===== src/rtl/ifetch.sv =====
// Instruction fetch: one-outstanding halfword fetcher feeding a small prefetch FIFO toward decode.
// Define IFETCH_BYPASS_EN to let an unsquashed parcel skip the empty FIFO straight onto ins.
module ifetch #(
    parameter int            RV       = 32,
    parameter int            DEPTH    = 2,
    parameter logic [RV-1:0] RESET_PC = '0
) (
    input  logic          clk,
    input  logic          reset,
    output logic          mreq,
    output logic [RV-1:0] maddr,
    input  logic          mack,
    input  logic [15:0]   mdata,
    input  logic          mfault,
    input  logic          stall,
    input  logic          redirect,
    input  logic [RV-1:0] redirect_pc,
    output logic [15:0]   ins,
    output logic [RV-1:0] ins_pc,
    output logic          ins_fault,
    output logic          idone
);
    localparam int            PW       = (DEPTH > 1) ? $clog2(DEPTH) : 1;
    localparam int            CW       = $clog2(DEPTH + 1);
    localparam logic [CW-1:0] DEPTH_C  = CW'(DEPTH);
    localparam logic [RV-1:0] START_PC = RESET_PC & ~(RV'(1));

    typedef enum logic {REQ_IDLE, REQ_WAIT} req_state_t;

    req_state_t    req_state, req_state_next;
    logic [15:0]   fifo_data  [DEPTH];
    logic [RV-1:0] fifo_pc    [DEPTH];
    logic          fifo_fault [DEPTH];
    logic [PW-1:0] rd_ptr, rd_ptr_next, wr_ptr, wr_ptr_next;
    logic [CW-1:0] count, count_next;
    logic [RV-1:0] fetch_pc, fetch_pc_next, maddr_next;
    logic          squash, squash_next, halted, halted_next;
    logic          accept, bypass, push, pop, outstanding_next, raise;

    assign mreq = (req_state == REQ_WAIT);

`ifdef IFETCH_BYPASS_EN
    assign bypass = accept && !mfault && (count == '0) && !stall;
`else
    assign bypass = 1'b0;
`endif

    // Response acceptance, FIFO bookkeeping and the decision to raise the next request.
    // The raise check uses next-cycle occupancy so a pop or push at this edge is already counted.
    always_comb begin
        accept = mreq && mack && !squash && !redirect;
        push   = accept && !bypass;
        pop    = (count != '0) && !stall && !redirect;

        if (redirect) begin
            count_next  = '0;
            rd_ptr_next = '0;
            wr_ptr_next = '0;
        end else begin
            count_next  = count + CW'(push) - CW'(pop);
            rd_ptr_next = pop  ? rd_ptr + PW'(1) : rd_ptr;
            wr_ptr_next = push ? wr_ptr + PW'(1) : wr_ptr;
        end

        squash_next = squash;
        if (mreq && mack) begin
            squash_next = 1'b0;
        end else if (redirect && mreq) begin
            squash_next = 1'b1;
        end

        halted_next = redirect ? 1'b0 : (halted || (accept && mfault));

        fetch_pc_next = fetch_pc;
        if (redirect) begin
            fetch_pc_next = redirect_pc & ~(RV'(1));
        end else if (accept) begin
            fetch_pc_next = fetch_pc + RV'(2);
        end

        outstanding_next = mreq && !mack;
        raise = !outstanding_next && !redirect && !halted_next && (count_next < DEPTH_C);
        req_state_next = (outstanding_next || raise) ? REQ_WAIT : REQ_IDLE;
        maddr_next = raise ? fetch_pc_next : maddr;
    end

    always_ff @(posedge clk or negedge reset) begin
        if (!reset) begin
            req_state <= REQ_IDLE;
            maddr     <= START_PC;
            fetch_pc  <= START_PC;
            count     <= '0;
            rd_ptr    <= '0;
            wr_ptr    <= '0;
            squash    <= 1'b0;
            halted    <= 1'b0;
            ins       <= '0;
            ins_pc    <= '0;
            ins_fault <= 1'b0;
            idone     <= 1'b0;
        end else begin
            req_state <= req_state_next;
            maddr     <= maddr_next;
            fetch_pc  <= fetch_pc_next;
            count     <= count_next;
            rd_ptr    <= rd_ptr_next;
            wr_ptr    <= wr_ptr_next;
            squash    <= squash_next;
            halted    <= halted_next;
            idone     <= pop || bypass;
            if (pop) begin
                ins       <= fifo_data[rd_ptr];
                ins_pc    <= fifo_pc[rd_ptr];
                ins_fault <= fifo_fault[rd_ptr];
            end else if (bypass) begin
                ins       <= mdata;
                ins_pc    <= maddr;
                ins_fault <= 1'b0;
            end
        end
    end

    // Payload storage carries no reset; occupancy alone says which slots are meaningful.
    always_ff @(posedge clk) begin
        if (push) begin
            fifo_data[wr_ptr]  <= mdata;
            fifo_pc[wr_ptr]    <= maddr;
            fifo_fault[wr_ptr] <= mfault;
        end
    end

endmodule


===== config.mk =====
export PLATFORM = sky130hd
export DESIGN_NAME = ifetch
export DESIGN_NICKNAME = d
export VERILOG_FILES = /design/src/rtl/ifetch.sv
export SDC_FILE = /design/constraint.sdc
export NUM_CORES = 1
export LEC_CHECK = 0
export BUFFER_PORTS_ARGS = -buffer_cell sky130_fd_sc_hd__buf_2
export CAP_MARGIN = 20
export CORE_MARGIN = 3
export CORE_UTILIZATION = 50
export DETAILED_ROUTE_END_ITERATION = 8
export PLACE_DENSITY_LB_ADDON = 0.3
export REMOVE_ABC_BUFFERS = 1
export SLEW_MARGIN = 10
export SYNTH_ARGS = -nofsm -noshare
export SYNTH_HDL_FRONTEND = slang
export SYNTH_SLANG_ARGS = --single-unit

===== constraint.sdc =====
create_clock -name clk -period 3.5 [get_ports clk]
set_clock_uncertainty 0.2 [all_clocks]
set_input_delay 0.175 -clock clk [delete_from_list [all_inputs] [get_ports clk]]
set_output_delay 0.175 -clock clk [all_outputs]
set_load 0.02 [all_outputs]

## Word level (Yosys, flattened, before mapping)

Memory sizes are Yosys's and may differ from the RTL's. A register that Yosys moved wholly into a read port is not among the register bits.
Cells that the tools add are included.

| word-level totals | value |
|---|---|
| register bits after elaboration | 72 |
| RAM bits | 98 |
| input port bits | 54 |
| output and inout bits | 83 |
| word-level logic and storage cells | 57 |
| memories | 3 |

| cells by class | value |
|---|---|
| $add $sub $neg | 5 |
| $lt $le $gt $ge | 1 |
| muxes and demuxes | 13 |
| reduce and logical (&&, ||, !) cells | 26 |

Memories:

| memory | words | width | rd ports | clocked after memory_dff | wr ports | RTL line | source |
|---|---|---|---|---|---|---|---|
| fifo_pc | 2 | 32 | 1 | 1 | 1 | 32 | `logic [RV-1:0] fifo_pc [DEPTH];` |
| fifo_data | 2 | 16 | 1 | 1 | 1 | 31 | `logic [15:0] fifo_data [DEPTH];` |
| fifo_fault | 2 | 1 | 1 | 1 | 1 | 33 | `logic fifo_fault [DEPTH];` |

Operators with widths:

| kind | number |
|---|---|
| $mux W32 | 2 |
| $add A32 B2 Y32 const B | 1 |
| $logic_and A1 B1 Y1 | 11 |
| $mux W1 | 10 |
| $logic_not A1 Y1 | 9 |
| $reduce_bool A2 Y1 | 4 |
| $add A1 B1 Y1 const B | 2 |
| $add A2 B1 Y2 | 1 |
| $logic_or A1 B1 Y1 | 2 |
| $lt A2 B2 Y1 const B | 1 |
| $mux W2 | 1 |
| $sub A2 B1 Y2 | 1 |

## Depth between registers and ports, before layout

| logic depth | value |
|---|---|
| word-level depth | 11 |
| gate-level depth with buffers | 12 |
| depth with buffers taken out | 10 |

## Worst setup path after synthesis

No wires, ideal clock.

| timing | value |
|---|---|
| path kind | register to register |
| start | reg req_state, in the netlist mreq |
| end | mem fifo_data[0][0], enable pin |
| setup time | 456 ps |
| data arrival time | 2,888 ps |
| data required time | 2,844 ps |
| setup slack | -44 ps |
| stages on the path, launching flop included | 4 |
| buffers on the path | 1 |
| period minus slack after synthesis | 3,544 ps |
| cell sequence | dfrtp_1 -> buf_4 -> nand4bb_4 -> nor2_1 |

| on the way | value |
|---|---|
| word-level cells in the longest chain between the ends | 5 |

Ends and longest elaborated chain:

| what | RTL line | source |
|---|---|---|
| start: declaration | 30 | `req_state_t req_state, req_state_next;` |
| start signal: assignment | 102 | `req_state <= req_state_next;` |
| $logic_and A1 B1 Y1 (3 in series) | 51 | `accept = mreq && mack && !squash && !redirect;` |
| $mux W1 | 125 | `if (push) begin` |
| $mux W1 (not written as such) | 126 | `fifo_data[wr_ptr] <= mdata;` |
| end: declaration | 31 |  |

No other way between the ends.

## Worst setup path after layout

| timing | value |
|---|---|
| start | reg req_state, in the netlist mreq |
| end | reg maddr[19] |

| on the way | value |
|---|---|
| elaborated cells on any way between the ends | 18 |
| classes of those cells | add/sub (2); order compare (1); mux (4); reduce/logical (11) |

RTL lines:

| what | RTL line | source |
|---|---|---|
| $logic_and A1 B1 Y1 (3 in series) | 51 |  |
| $add A2 B1 Y2 | 60 | `count_next = count + CW'(push) - CW'(pop);` |
| $sub A2 B1 Y2 | 60 |  |
| $mux W2 | 55 | `if (redirect) begin` |
| net count_next[1] | 35 | `logic [CW-1:0] count, count_next;` |
| $lt A2 B2 Y1 | 82 | `raise = !outstanding_next && !redirect && !halted_next && (count_next < DEPTH_C);` |
| $logic_and A1 B1 Y1 | 82 |  |
| end signal: assignment | 103 | `maddr <= maddr_next;` |
| end: declaration | 11 | `output logic [RV-1:0] maddr,` |

The timed path passes the listed nets, and every way through them passes these cells.
A chain may end at the register's enable or synchronous reset.

==> impl_metrics.tcl <==
set metrics [dict create \
    final_antenna_net_count 0 \
    ir_worst_vdd_v 0.000487 \
    place_area_um2 9560 \
    grt_pass1_wl_um 28600 \
    finalWirelength_um 17800 \
    power_density_nw_per_um2 741 \
    mostFrequentLayoutCells "134 x buf_2, 120 x dfrtp_1, 98 x edfxtp_1" \
    postCtsSetupBuffers 0 \
    overflow 0 \
    p_seq_frac 0.465 \
    fin_area_um2 10800 \
    routed.top_layer "met4" \
    power.share.clock 0.292 \
    start_util 0.516 \
    die_w_um 137 \
    synth_compound_gate_area_share 0.0527 \
    switchingPower_mw 2.53 \
    diodes 0 \
    fin_cells 1041 \
    path_clk_slew_ns 0.06 \
    synth_area_per_cell_um2 14.1 \
    setup_viol 0 \
    pwr-share-comb 0.243 \
    worst_setup_path_start_kind "flip-flop" \
    rsz0062_at_grt "no" \
    hpwlAfterDp_um 11000 \
    yosys.area_share.adder 0.00435 \
    hold_buffers 51 \
    p_sw_frac 0.316 \
    firstDrtPassIters 5 \
    period_needed_ns 2.91 \
    die_h_um 137 \
    vias_per_cell 5.20 \
    yosysWarnings 0 \
    grt_pass1_vias 5602 \
    slowest_stage "dfrtp_1" \
    wirelength_met1_um 7830 \
    cts_buffer_depth 3 \
    worst_pin_slew_ns 0.990 \
    hold_viol_final 0 \
    die-area_um2 18900 \
    crit_path_end_kind "flip-flop" \
    cts_htree_levels 1 \
    cts_root_buf "clkbuf_16" \
    clock_latency_ns 0.49 \
    syn2layout_area_growth_pct 25.5 \
    synthCells 613 \
    num_vias 5413 \
    relSlewSlack 0.340 \
    critPathTopFamily "flip-flops" \
    yosysSeqAreaShare 0.693 \
    internal_power_mw 5.48 \
    cpPeakStageDelay_ns 0.57 \
    ff2ff_setup_slack_ns 0.59 \
    finalCritPeriodShare 0.832 \
    p_leak_nw 4.31 \
    drt_iter0_drc 236 \
    synth_seq_cells 219 \
    final_common_cell "buf_2" \
    final_nets 862 \
    cts_tree "done" \
    crit_fanout 16 \
    cts_buffers 23 \
    crit_type "reg2reg" \
    wl_per_cell_um 17.1 \
    postCtsResizedCells 0 \
    power_mw 8.02 \
    io_buffers 135 \
    crit_top_cell "ha_1" \
    rows 47 \
    wl_met3_um 777 \
    holdWs_ns 0.0140 \
    dp.cells 949 \
    ys_types 43 \
    status "completed" \
    synth_xor_area_frac 0.0331 \
    crit_buf_inv 2 \
    grt_max_degree 100 \
    path_cells "nand4bb_4 -> ha_1 -> inv_1 -> ha_1 -> xnor3_1 -> nor2_1 -> a2111oi_4 -> buf_4 -> mux2_2" \
    syn_area_um2 8620 \
    min-delay-path-class "in2reg" \
    yosys.area_share.simple 0.0872 \
    max_freq_mhz 343 \
    drive_gt1_frac 0.283 \
    cts.sinks 219 \
    coreArea_um2 16700 \
    worst_ep_required_time_ns 3.67 \
    drcViolationCount 0 \
    gp_congestion 0.834 \
    slew_violations 0 \
    synth.area.mux_share 0.110 \
    maxCapViolCount 0 \
    track_usage 0.191 \
    route.met2.wl_um 8720 \
    antenna_found_initial 0 \
    ios 137 \
    synth_top_family_by_area "multiplexers" \
    cp.arrival_ns 3.08 \
]
-- layer usage --
layer / vias up / GRT usage
li1: 2593 / -
met1: 2643 / 0.258
met2: 139 / 0.323
met3: 38 / 0.0278
met4: 0 / 0.0588
met5: - / 0
-- Yosys cell counts, drive strengths merged --
| master | n | area share |
|---|---|---|
| o21ai | 16 | 0.0097 |
| a41o | 1 | 0.0012 |
| and4 | 2 | 0.0020 |
| clkinv | 1 | 0.00043 |
| a21boi | 1 | 0.00087 |
| mux2 | 40 | 0.052 |
| a2111oi | 1 | 0.0032 |
| and3b | 1 | 0.0010 |
| nor2b | 3 | 0.0022 |
| a311oi | 1 | 0.0010 |
| nand3b | 2 | 0.0022 |
| buf | 7 | 0.0062 |
| and2 | 1 | 0.00073 |
| nand4bb | 1 | 0.0032 |
| nand2 | 30 | 0.013 |
| nor4 | 5 | 0.0071 |
| clkbuf | 21 | 0.0091 |
| xnor2 | 23 | 0.023 |
| and3 | 3 | 0.0022 |
| a2111o | 1 | 0.0013 |
| or3 | 1 | 0.00073 |
| ha | 3 | 0.0044 |
| a31oi | 2 | 0.0015 |
| xnor3 | 1 | 0.0026 |
| nand4 | 18 | 0.014 |
| nand3 | 10 | 0.0058 |
| a21oi | 57 | 0.033 |
| mux2i | 50 | 0.058 |
| dfrtp | 121 | 0.35 |
| xor2 | 7 | 0.0071 |
| inv | 9 | 0.0039 |
| edfxtp | 98 | 0.34 |
| nor2 | 69 | 0.030 |
| nor3 | 5 | 0.0029 |
| o21bai | 1 | 0.00087 |
-- final cells by class --
cell class	count	area (µm²)
tap	220	275
fill	1248	5880
timing repair buffer	195	1280
clock buffer	34	677
inverter	10	37.5
sequential	219	5970
multi-input combinational	356	2500
clock inverter	7	65.1
-- registers in the layout, indices dropped and copies added (netlist names) --
register and flops:
halted 1, fifo_pc 64, ins_pc 32, rd_ptr 1
squash 1, idone 1, count 2, maddr 32
wr_ptr 1, ins 16, ins_fault 1, fifo_fault 2
fetch_pc 32, fifo_data 32, mreq 1
-- power groups by stage --
stage	registers [mW]	clock network (mW)	logic, mW
after floorplan	4.25	0	0.664
after detailed placement	3.77	0	1.93
final	3.73	2.34	1.95
after global routing	3.80	2.52	2.13
after global placement	3.74	0	1.88
after CTS	3.73	2.40	1.98
-- worst min-delay path, cell delays in order --
cell and delay [ns]:
buf_2 0.11, buf_4 0.24, nor2_1 0.13
-- cells by family after synthesis --
family	Yosys count
DFF	219
buffers and inverters	38
muxes	90
xor gates and xnor gates	31
adders and majority gates	3
AOI/OAI and AO/OA	81
and+or+nand+nor	151
-- worst paths after layout --
| path | startpoint | to | cells past startpoint |
|---|---|---|---|
| max | mreq$_DFF_PN0_ | maddr[19]$_DFFE_PN0P_ | 9 |
| min | redirect | rd_ptr$_DFFE_PN0P_ | 3 |
| max reg2reg | mreq$_DFF_PN0_ | maddr[19]$_DFFE_PN0P_ | 9 |
| min reg2reg | maddr[22]$_DFFE_PN0P_ | fifo_pc[1][22]$_DFFE_PP_ | 0 |
| max in group asynchronous | reset | fetch_pc[17]$_DFF_PN0_ | 3 |
| min in group asynchronous | reset | ins_pc[10]$_DFFE_PN0P_ | 2 |
-- metrics by stage --
| stage | setup TNS [ns] | setup slack, ns | utilization |
|---|---|---|---|
| floorplan | -121.43 | -2.67 | - |
| global placement | 0 | 0.663 | 0.573 |
| detailed placement | 0 | 0.605 | 0.573 |
| CTS | 0 | 0.583 | 0.648 |
| global route | 0 | 0.413 | 0.648 |
| finish | 0 | 0.588 | 0.648 |
Note: power is estimated with default switching activity, not from simulation.
